### src/rtl/xor_stage_pkg.sv
// Shared types and constants for consumers of transition-encoded XOR cell outputs.
package xor_stage_pkg;

  typedef enum logic [0:0] {
    IDLE  = 1'b0,
    SHIFT = 1'b1
  } deser_state_t;

  localparam int unsigned DROP_CNT_W = 8;
  localparam logic [DROP_CNT_W-1:0] DROP_CNT_MAX = 8'd255;

endpackage

### src/rtl/transition_decoder.sv
// Turns a transition-encoded level into data bits: a level change decodes as 1.
module transition_decoder (
  input  logic clk,
  input  logic rst_n,
  input  logic din,
  output logic bit_out
);

  logic din_q;

  // Previous-level register; loads din during reset so nothing spurious decodes afterwards.
  always_ff @(posedge clk) begin
    if (!rst_n) begin
      din_q <= din;
    end else begin
      din_q <= din;
    end
  end

  assign bit_out = din ^ din_q;

endmodule

### src/rtl/xor_out_deserializer.sv
// Packs decoded transition bits LSB-first into words with a drop-on-full valid/ready handoff.
// Optional XOR_DESER_PARITY_EN adds a registered even-parity output aligned with word_data.
module xor_out_deserializer
  import xor_stage_pkg::*;
#(
  parameter int unsigned WIDTH = 8
) (
  input  logic                  clk,
  input  logic                  rst_n,
  input  logic                  en,
  input  logic                  din,
  output logic [WIDTH-1:0]      word_data,
  output logic                  word_valid,
  input  logic                  word_ready,
  output logic                  overflow,
  output logic [DROP_CNT_W-1:0] drop_cnt
`ifdef XOR_DESER_PARITY_EN
  ,
  output logic                  word_parity
`endif
);

  localparam int unsigned CNT_W = $clog2(WIDTH);
  localparam logic [CNT_W-1:0] LAST_BIT = CNT_W'(WIDTH - 1);

  deser_state_t     state, state_nxt;
  logic [CNT_W-1:0] bit_cnt, bit_cnt_nxt;
  logic [WIDTH-1:0] shift_reg, shift_nxt;
  logic             complete;
  logic             dec_bit;

  function automatic logic even_parity(input logic [WIDTH-1:0] d);
    return ^d;
  endfunction

  transition_decoder u_dec (
    .clk    (clk),
    .rst_n  (rst_n),
    .din    (din),
    .bit_out(dec_bit)
  );

  // Next-state, bit placement and word-completion detection.
  always_comb begin
    state_nxt   = state;
    bit_cnt_nxt = bit_cnt;
    shift_nxt   = shift_reg;
    complete    = 1'b0;
    case (state)
      IDLE: begin
        if (en) begin
          state_nxt   = SHIFT;
          shift_nxt   = {{(WIDTH-1){1'b0}}, dec_bit};
          bit_cnt_nxt = CNT_W'(1);
        end else begin
          bit_cnt_nxt = '0;
        end
      end
      SHIFT: begin
        if (en) begin
          shift_nxt[bit_cnt] = dec_bit;
          if (bit_cnt == LAST_BIT) begin
            complete    = 1'b1;
            bit_cnt_nxt = '0;
          end else begin
            bit_cnt_nxt = bit_cnt + CNT_W'(1);
          end
        end else begin
          // Partial word is abandoned, never emitted.
          state_nxt   = IDLE;
          bit_cnt_nxt = '0;
          shift_nxt   = '0;
        end
      end
      default: begin
        state_nxt   = IDLE;
        bit_cnt_nxt = '0;
        shift_nxt   = '0;
      end
    endcase
  end

  // Assembly state registers.
  always_ff @(posedge clk) begin
    if (!rst_n) begin
      state     <= IDLE;
      bit_cnt   <= '0;
      shift_reg <= '0;
    end else begin
      state     <= state_nxt;
      bit_cnt   <= bit_cnt_nxt;
      shift_reg <= shift_nxt;
    end
  end

  // Output word handoff; a completed word is dropped when the slot is still occupied.
  always_ff @(posedge clk) begin
    if (!rst_n) begin
      word_data  <= '0;
      word_valid <= 1'b0;
      overflow   <= 1'b0;
      drop_cnt   <= '0;
    end else if (complete) begin
      if (!word_valid || word_ready) begin
        word_data  <= shift_nxt;
        word_valid <= 1'b1;
      end else begin
        overflow <= 1'b1;
        if (drop_cnt != DROP_CNT_MAX) begin
          drop_cnt <= drop_cnt + 8'd1;
        end else begin
          drop_cnt <= drop_cnt;
        end
      end
    end else if (word_valid && word_ready) begin
      word_valid <= 1'b0;
    end else begin
      word_valid <= word_valid;
    end
  end

`ifdef XOR_DESER_PARITY_EN
  // Parity loads on exactly the same condition as word_data.
  always_ff @(posedge clk) begin
    if (!rst_n) begin
      word_parity <= 1'b0;
    end else if (complete && (!word_valid || word_ready)) begin
      word_parity <= even_parity(shift_nxt);
    end else begin
      word_parity <= word_parity;
    end
  end
`endif

endmodule
### config.mk
export PLATFORM = sky130hd
export DESIGN_NAME = xor_out_deserializer
export DESIGN_NICKNAME = d
export VERILOG_FILES = /design/src/rtl/xor_stage_pkg.sv /design/src/rtl/transition_decoder.sv /design/src/rtl/xor_out_deserializer.sv
export SDC_FILE = /design/constraint.sdc
export NUM_CORES = 1
export LEC_CHECK = 0
export BUFFER_PORTS_ARGS = -buffer_cell sky130_fd_sc_hd__buf_4
export CELL_PAD_IN_SITES_DETAIL_PLACEMENT = 1
export CELL_PAD_IN_SITES_GLOBAL_PLACEMENT = 1
export CORE_MARGIN = 2
export CORE_UTILIZATION = 44
export CTS_CLUSTER_SIZE = 8
export DETAILED_ROUTE_END_ITERATION = 8
export PLACE_DENSITY = 0.79
export SETUP_SLACK_MARGIN = 0.05
export SLEW_MARGIN = 20
export SYNTH_ARGS = -nofsm -noshare
export SYNTH_HDL_FRONTEND = slang
export SYNTH_SLANG_ARGS = --single-unit
### constraint.sdc
create_clock -name clk -period 3.2 [get_ports clk]
set_clock_uncertainty 0.05 [all_clocks]
set_input_delay 0.48 -clock clk [delete_from_list [all_inputs] [get_ports clk]]
set_output_delay 0.48 -clock clk [all_outputs]
set_load 0.05 [all_outputs]
### After elaboration in Yosys (flattened, before gate mapping)

Index checks and enable logic that the tools add are counted.

* register bits: 31
* bits of input ports: 5
* output and inout bits: 18
* word-level logic and storage cells: 44

* add/subtract/negate cells: 2
* order comparisons: 2
* equal/unequal tests: 3
* muxes and demuxes: 17
* bitwise operators: 3
* reduce and logical (&&, ||, !) cells: 9

Operator list (count)
* $mux W8: 2
* $pmux W8 S2: 1
* $mux W1: 9
* $add A8 B1 Y8 const B: 1
* $bwmux W8: 1
* $ne A8 B8 Y1 const B: 1
* $mux W3: 2
* $pmux W3 S2: 1
* $reduce_and A2 Y1: 3
* $lt A3 B4 Y1 const B: 1
* $add A3 B1 Y3 const B: 1
* $demux W1 S3: 1
* $eq A3 B3 Y1 const B: 1
* $ge A3 B1 Y1 const B: 1
* $reduce_and A3 Y1: 1
* $logic_and A1 B1 Y1: 2
* $ne A2 B1 Y1 const B: 1
* $not A1 Y1: 2
* $reduce_bool A2 Y1: 1
* $logic_not A1 Y1: 1
* $logic_or A1 B1 Y1: 1
* $xor A1 B1 Y1: 1

### Depth between registers and ports, before layout

Gate-level depths: netlist (run 1).

* word-level depth: 7
* depth in mapped cells: 6

### By module

From an unflattened synthesis (run 1), not the netlist that was laid out.

* cell total of the unflattened synthesis: 149
* area total of the unflattened synthesis: 1387.6 µm²

Modules (own cells, without submodules)
* xor_out_deserializer: times used 1, cells each 147, area each 1358.8 µm²
* transition_decoder: times used 1, cells each 2, area each 28.8 µm²

### Least setup slack after synthesis (run 1)

No wires, ideal clock.

* path kind: register -> register
* start point: reg drop_cnt[0]
* end point: reg drop_cnt[4]
* arrival time: 1725 ps
* setup slack: 1354 ps
* stages on the path, launching flop included: 5
* period minus slack after synthesis: 1846 ps
* cell sequence: dfxtp_1 > ha_1 > nand3_2 > or4_1 > a21oi_1

* longest elaborated chain between the ends: 2
* elaborated cells between the ends (all ways): 3

RTL lines
* from (decl): line xor_out_deserializer.sv:16 `output logic [DROP_CNT_W-1:0] drop_cnt`
* from (signal assigned): line xor_out_deserializer.sv:110 `drop_cnt <= drop_cnt + 8'd1;`
* from (signal assigned): line xor_out_deserializer.sv:112 `drop_cnt <= drop_cnt;`
* parallel branches: the longest is 2 deep, another holds $add A8 B1 Y8

Parallel ways; which one is timed is not known.
A chain may end at the register's enable or synchronous reset.

### Worst setup path in the final report (run 1)

* start point: reg bit_cnt[1]
* end point: reg word_data[6]

* longest elaborated chain between the ends: 7
* elaborated cells between the ends (all ways): 13

RTL lines
* from (decl): line xor_out_deserializer.sv:27 `logic [CNT_W-1:0] bit_cnt, bit_cnt_nxt;`
* from (signal assigned): line xor_out_deserializer.sv:91 `bit_cnt <= bit_cnt_nxt;`
* $lt A3 B4 Y1 (implied by the code) / $ge A3 B1 Y1 (equally long branches): line xor_out_deserializer.sv:61 `shift_nxt[bit_cnt] = dec_bit;`
* $logic_and A1 B1 Y1 (implied by the code): line xor_out_deserializer.sv:61
* $mux W1 (implied by the code): line xor_out_deserializer.sv:61
* $demux W1 S3: line xor_out_deserializer.sv:61
* $bwmux W8: line xor_out_deserializer.sv:61
* $mux W8: line xor_out_deserializer.sv:60 `if (en) begin`
* $pmux W8 S2: line xor_out_deserializer.sv:49 `case (state)`
* to (signal assigned): line xor_out_deserializer.sv:105 `word_data <= shift_nxt;`
* to (decl): line xor_out_deserializer.sv:12 `output logic [WIDTH-1:0] word_data,`

Several ways; a longest one is shown, not always the timed one.

==> results of run 1 <==
[worst max-delay path, stage by stage (launching register included)]
cell and delay (ps):
dfxtp_1 560, ha_1 230, ha_1 200, nand3_1 180, nor2_2 510, mux2i_1 280, nor2_1 60
[synthesized netlist by cell type, types with 2 or more instances]
master and n:
o21ai_0 3, nand3b_1 3, clkbuf_1 7, nand3_1 5, a211oi_1 3, dfxtp_1 31
a41oi_1 3, and4b_1 2, nand2_1 6, xor2_1 2, ha_1 3, a21oi_1 4
a22oi_1 6, nor2_1 22, mux2_2 5, and3_1 4, a31oi_1 3, nand4_1 4
and2_2 2, nor3b_1 2, mux2i_1 7
[per-layer routing]
layer / GRT usage, % / share of wire, % / up-vias
met5: 0 / 0 / -
met4: 7.619 / 1.4 / 0
met3: 7.860 / 4.5 / 4
met2: 30.77 / 47 / 27
met1: 28.82 / 47 / 579
li1: - / - / 575
[logic make-up (layout without fill, tap and decap cells)]
family                     count (synthesis)  count (layout)  synth area share, %
AOI/OAI and AO/OA                         29              29                15.10
DFF                                       31              31                45.67
and+or+nand+nor                           58              58                23.02
muxes                                     12              12                9.300
adders and majority gates                  3               3                2.763
buffers and inverters                      8              30                2.210
xor gates and xnor gates                   3               3                1.934
[area by class of cell]
type / instances / share of cell area [%]
Tap cell: 33 / 2.588
Clock buffer: 6 / 3.216
Inverter: 1 / 0.2353
Timing Repair Buffer: 22 / 10.35
Multi-Input combinational cell: 105 / 44.39
Sequential cell: 31 / 38.90
Clock inverter: 1 / 0.3137
[power groups by stage]
stage	sequential (W)	clock, W	combinational, W
after global routing	0.000395	0.000265	0.0000334
after detailed placement	0.000403	0	0.0000298
after global placement	0.000402	0	0.0000293
final	0.000394	0.000232	0.0000298
after CTS	0.000394	0.000242	0.0000300
after floorplan	0.000400	0	0.0000208
[metrics by stage]
| step | util [%] | std cells | power [W] |
|---|---|---|---|
| 6_report | 53.13 | 199 | 0.0006561 |
| 5_1_grt | 53.13 | 199 | 0.0006930 |
| 4_1_cts | 53.13 | 199 | 0.0006657 |
| 3_5_place_dp | 51.25 | 192 | 0.0004326 |
| 3_3_place_gp | 51.25 | 192 | 0.0004317 |
| 2_1_floorplan | - | 144 | 0.0004209 |
[final timing paths]
kind,from,endpoint,slack (ps),depth (start not counted)
setup / recovery,bit_cnt[1]$_SDFF_PP0_,word_data[6]$_SDFFE_PN0P_,990,6
hold / removal,din,u_dec.din_q$_DFF_P_,230,1
setup reg to reg,bit_cnt[1]$_SDFF_PP0_,word_data[6]$_SDFFE_PN0P_,990,6
hold reg to reg,overflow$_SDFFE_PN0P_,overflow$_SDFFE_PN0P_,440,2
==> summary by stage, run 1 <==
Status
The run finished with clean final reports.

Floorplan
The number of primary I/O pins is 23. The overall die area is 3549 µm². The die span in y is approximately 60 µm. Once the floorplan was initialized, standard cells occupied 45.25% of the core. The floorplan step set the die width to 59.57 µm.

The floorplan row count is 20. After floorplanning, the core was sized to cover between 3000 and 4000 µm².

Power and ir drop
For this design the ratio of total power to cell area is 411.3 nW/µm². The cell-internal power is 0.0005013 W. The relative contribution of sequential cells to total power is 60.0%. Of the total power, combinational logic draws 4.5%. Net switching is 23.59% of the power. Across the VDD grid, the largest voltage drop is 263.9 µV.

Summed over all cells, the static leakage comes to 0.6247 nW. In this run the power spent charging and discharging nets is 0.0001547 W. The clock network fraction of design power is 35.4%.

Placement
At the placement stage, the worst setup path has a slack of 1034 ps. In this run the cell area measured after placement is roughly 1500 µm². The placer congestion estimate is 0.7358. The half-perimeter wire length after placement is 2311 µm.

The total of buffers placed on input and output ports is 22.

Route
The pre-antenna-repair detailed-routing pass consisted of 4 iterations. Using the TritonRoute via totals, the vias-per-cell ratio works out to about 6.0. The count of vias placed by the detailed router is 1185. In the final routed layout, each cell accounts on average for 16.37 µm. The final layout contains routed wiring with a total length of about 3300 µm. The count of nets left with antenna violations once routing finished came out at 0.

The starting DRC count in detailed routing is 43. The total DRC errors in the routed layout is 0.

Clock tree
In this run the clock root is driven by a clkbuf_4. The clock drives 31 sinks. The CTS tree is yes. Clock latency on the worst-skew pair, taken at its later pin, is 330 ps.

The clock passes through at most 2 buffers. Buffers inserted during clock tree synthesis total 5. Gates resized during post-CTS repair numbered 0. In this run the number of H-tree levels came out at 2. After clock tree synthesis, the clock-pin slew on the worst setup and hold paths is about 90 ps.

The hold-fix buffer count after cts is 0. The post-CTS setup-driven buffer insertion count is 0.

Cells and area
After filler insertion, the fill cell instance count of the layout stands at 358. The post-route netlist has between 20 and 25% of its cells at a drive strength greater than 1. The area of combinational cells with multiple inputs is 708.2 µm². The sequential cells in the finished layout cover a total of 620.6 µm². The number of antenna cells inserted is 0. The finished cells cover 1595 µm².

The library cells used most frequently in the layout, excluding fill and tap cells, are dfxtp_1 (31), nor2_1 (22), buf_4 (22), mux2i_1 (7). From synthesis to final layout, the design area changed by 17.40%. Leaving out fill and tap cells, the most frequent cell in the layout is dfxtp_1. The total number of nets in the final design is 174.

Global routing
The pin count of the biggest net entering global routing is 22. The overall global routing resource usage is a little over a fifth. The overall overflow remaining after global route is 0. The first-pass GRT wire length is between 5000 and 6000 µm. The via count of the first global-routing pass is 1097.

The initial antenna violation count is 0.

Timing
The clock period minus worst slack is 2205 ps. Setup total negative slack on the finished layout was measured at 0 ps. The final clock period utilization by the worst path is 68.91%. The least setup slack across all paths after layout is 994.9 ps.

The number of hold violations in the final report came to 0. Setup violations remaining at the end of the flow were counted as 0. Based on the critical path, the design can be clocked at up to ~450 MHz. The number of slew-limit violations in the final report is 0. Setup repair after global routing left no endpoint under its margin.

The pin slew with the least headroom to its limit is 673.5 ps. Hold is met by 226.8 ps. The tightest slew margin relative to the limit is 55.05%.

Synthesis
The synthesized netlist contains 38 unique library cells. The average instance area after synthesis is 9.436 µm². For this run, the leading register cell type out of synthesis is dfxtp_1. The synthesized design devotes to its leading area cell type 45.67% of total area. The largest total area in the synthesized netlist belongs to dfxtp_1. The synthesized netlist cell count is 144. Yosys printed 0 warnings. The count of flip-flops with a built-in enable after synthesis is 0.

The number of synthesized register bits is 31. The share of synthesized registers carrying an async set or reset is 0%. The sequential fraction of the synthesis area is a little under half. Yosys attributes the largest share of cell area to dfxtp_1 (46%), nor2_1 (6.1%), mux2i_1 (5.2%). The cell area after synthesis is between 1000 and 1500 µm². Counting every net in the synthesized netlist gives 152.

Worst setup path
For the worst setup path, the data required time is between 3000 and 4000 ps. The critical path capture point type is a register. STA classifies the critical path startpoint as a register. By startpoint and endpoint, the worst setup path is classified as reg2reg. Data arrives at the worst endpoint at 2350 ps.

The maximum fanout along the worst path is 12.

Worst hold path
The tightest min-delay check is of the in2reg type.

Run
The max-capacitance violation count is 0.
No activity file was read; power rests on OpenSTA's default activity.
==> run 2, diff against run 1 <==
--- a/config.mk
+++ b/config.mk
@@ -9,10 +9,10 @@
 export CELL_PAD_IN_SITES_DETAIL_PLACEMENT = 1
 export CELL_PAD_IN_SITES_GLOBAL_PLACEMENT = 1
 export CORE_MARGIN = 2
-export CORE_UTILIZATION = 44
+export CORE_UTILIZATION = 41
 export CTS_CLUSTER_SIZE = 8
 export DETAILED_ROUTE_END_ITERATION = 8
-export PLACE_DENSITY = 0.79
+export PLACE_DENSITY = 0.75
 export SETUP_SLACK_MARGIN = 0.05
 export SLEW_MARGIN = 20
 export SYNTH_ARGS = -nofsm -noshare
==> constraint.sdc (replaced) <==
create_clock -name clk -period 2.14 [get_ports clk]
set_clock_uncertainty 0.05 [all_clocks]
set_input_delay 0.321 -clock clk [delete_from_list [all_inputs] [get_ports clk]]
set_output_delay 0.321 -clock clk [all_outputs]
set_load 0.05 [all_outputs]
==> summary by stage, run 2 (synthesis gave the netlist of run 1 again) <==
Cells and area
The filler cell count in the final layout is 391 (+9.2%). The total number of nets in the final design is 178 (+2.3%). The post-synthesis to final-layout area growth is 21.55%. The number of antenna cells inserted is 0 (unchanged). The final design instance area without fill is 1652 µm² (+3.5%).

The share of layout cells above drive strength 1 is 26.32% (+1.6 points). The area used by sequential logic in the layout is 620.6 µm² (unchanged). The area of combinational cells with multiple inputs is 708.2 µm² (unchanged).

The most common cell after layout, fill and taps aside is dfxtp_1. In the layout the commonest cells are dfxtp_1 (31), buf_4 (26), nor2_1 (22), mux2i_1 (7).

Floorplan
The floorplan row count came to 20 (unchanged). The core area is 3103 µm² (+3.3%). The width of the chip is 61.57 µm (+3.4%). The overall die area was 3791 µm² (+6.8%). The number of primary I/O pins came to 23 (unchanged).

The initial core utilization came to 43.79% (-1.5 points). The die span in y came to 61.57 µm (+3.4%).

Clock tree
The sink count of the clock tree came to 31 (unchanged). The hold-fix buffer count after cts came to 0 (unchanged). The worst-case clock buffer depth is 2 (unchanged).

The number of clock buffers inserted by TritonCTS is 5 (unchanged). The latest clock arrival within the worst-skew pair is 320 ps (about the same). The clock root buffer is clkbuf_4.

The post-CTS setup-driven buffer insertion count is 0 (unchanged). TritonCTS built the clock tree. The quantity of gates resized following cts is 0 (unchanged). The clock slew seen by the registers of the worst setup and hold paths is 100 ps (about the same). The H-tree depth reported by CTS is 2 (unchanged).

Timing
The setup TNS is 0 ps (unchanged). The top achievable clock speed is 553.6 MHz (+22%). The final clock period utilization by the worst path is 84.41% (+16 points). The tightest slew margin relative to the limit is 55.50% (+0.45 points).

The pin slew with the least headroom to its limit came to 666.8 ps (-6.700 ps). Setup repair after global routing left no endpoint under its margin. The number of hold violations in the final report is 0 (unchanged). The number of slew-limit violations in the final report is 0 (unchanged). The final setup violation count came to 0 (unchanged).

The clock period minus worst slack is 1806 ps (-398.7 ps).

Route
The via-per-instance ratio came to 5.670 (-4.8%). The average wire length per cell after detail routing is 15.60 µm (-4.7%). The starting DRC count in detailed routing is 75 (+74%).

The aggregate routed wire length came to 3354 µm (+2.9%). The number of routed nets with antenna violations is 0 (unchanged). The number of iterations in the first detailed-routing pass was 4 (unchanged). The total DRC errors in the routed layout was 0 (unchanged). The count of vias placed by the detailed router is 1219 (+2.9%).

Placement
The total of buffers placed on input and output ports came to 22 (unchanged). The half-perimeter wire length after placement is 2370 µm (+2.6%). The placer congestion estimate was 0.7662 (+4.1%).

The standard cell area after detailed placement is 1583 µm² (+2.8%).

Status
The run finished with clean final reports.

Worst setup path
The maximum fanout along the worst path is 4 (-8). The critical path required time is 2330 ps (-1020 ps). The start point of the critical path is bit_cnt[1]$_SDFF_PP0_. The worst register-to-register path begins at bit_cnt[1]$_SDFF_PP0_. STA classifies the critical path startpoint as a register.

The arrival time reported for the critical path endpoint came to 2000 ps (-350 ps). The flop-to-flop setup slack came to 330 ps (-660 ps). The critical path capture point type is a register. The critical path is of the reg2reg type.

Global routing
The pin count of the biggest net entering global routing is 22 (unchanged). The overall global routing resource usage is 20.48% (-0.72 points). The via count of the first global-routing pass is 1152 (+5.0%). The overall overflow remaining after global route was 0 (unchanged). The first-pass GRT wire length is 5568 µm (+1.9%). The initial antenna violation count is 0 (unchanged).

Power and ir drop
The power density of the placed cells was 620.2 nW/µm² (+51%). The peak supply drop is 419.3 µV (+59%). The standby leakage power came to 0.6506 nW (+4.2%).

The post-layout total power came to 0.001024 W (+56%).

Run
The max-capacitance violation count is 0 (unchanged).

Worst hold path
The worst hold-check path type is in2reg. In this run the most critical hold path is launched from din.
## run 2: area by class of cell
| cell class | instances | area share (%) |
|---|---|---|
| Multi-Input combinational cell | 105 | 42.88 |
| Sequential cell | 31 | 37.58 |
| Tap cell | 44 | 3.333 |
| Timing Repair Buffer | 26 | 11.82 |
| Clock buffer | 8 | 4.167 |
| Inverter | 1 | 0.2273 |
## run 2: worst paths after layout
path                                   end  cells past startpoint
setup / recovery  drop_cnt[4]$_SDFFE_PN0P_                      6
hold / removal         u_dec.din_q$_DFF_P_                      1
setup reg to reg  drop_cnt[4]$_SDFFE_PN0P_                      6
hold reg to reg      overflow$_SDFFE_PN0P_                      2
## run 2: power breakdown
part	leakage (nW)	internal, W	switching (W)
clock	0.0386	0.000193	0.000196
sequential	0.251	0.000582	0.00000427
combinational	0.361	0.0000175	0.0000319
total	0.651	0.000793	0.000232
## run 2: worst max-delay path, stage by stage, from the launching register on
cell and delay (ps):
dfxtp_1 350, ha_1 150, ha_1 200, and3_1 210, nand3_2 110, or4_1 520, a21oi_1 140
## run 2: routing by layer
metal	global-route usage (%)	vias up	part of all wire [%]
li1	-	584	-
met1	28.63	600	47
met2	29.62	31	47
met3	7.143	4	4.4
met4	6.383	0	1.1
met5	0	-	0
## run 2: per-stage QoR
| step | hold slack (ps) | util [%] | worst slack (ps) | instances |
|---|---|---|---|---|
| floorplan | 298.7 | - | 294.2 | 144 |
| global placement | 404.5 | 51.01 | 425.0 | 207 |
| detailed placement | 409.9 | 51.01 | 375.6 | 207 |
| CTS | 67.88 | 53.23 | 338.3 | 215 |
| global route | 50.97 | 53.23 | 215.8 | 215 |
| finish | 75.65 | 53.23 | 333.6 | 215 |
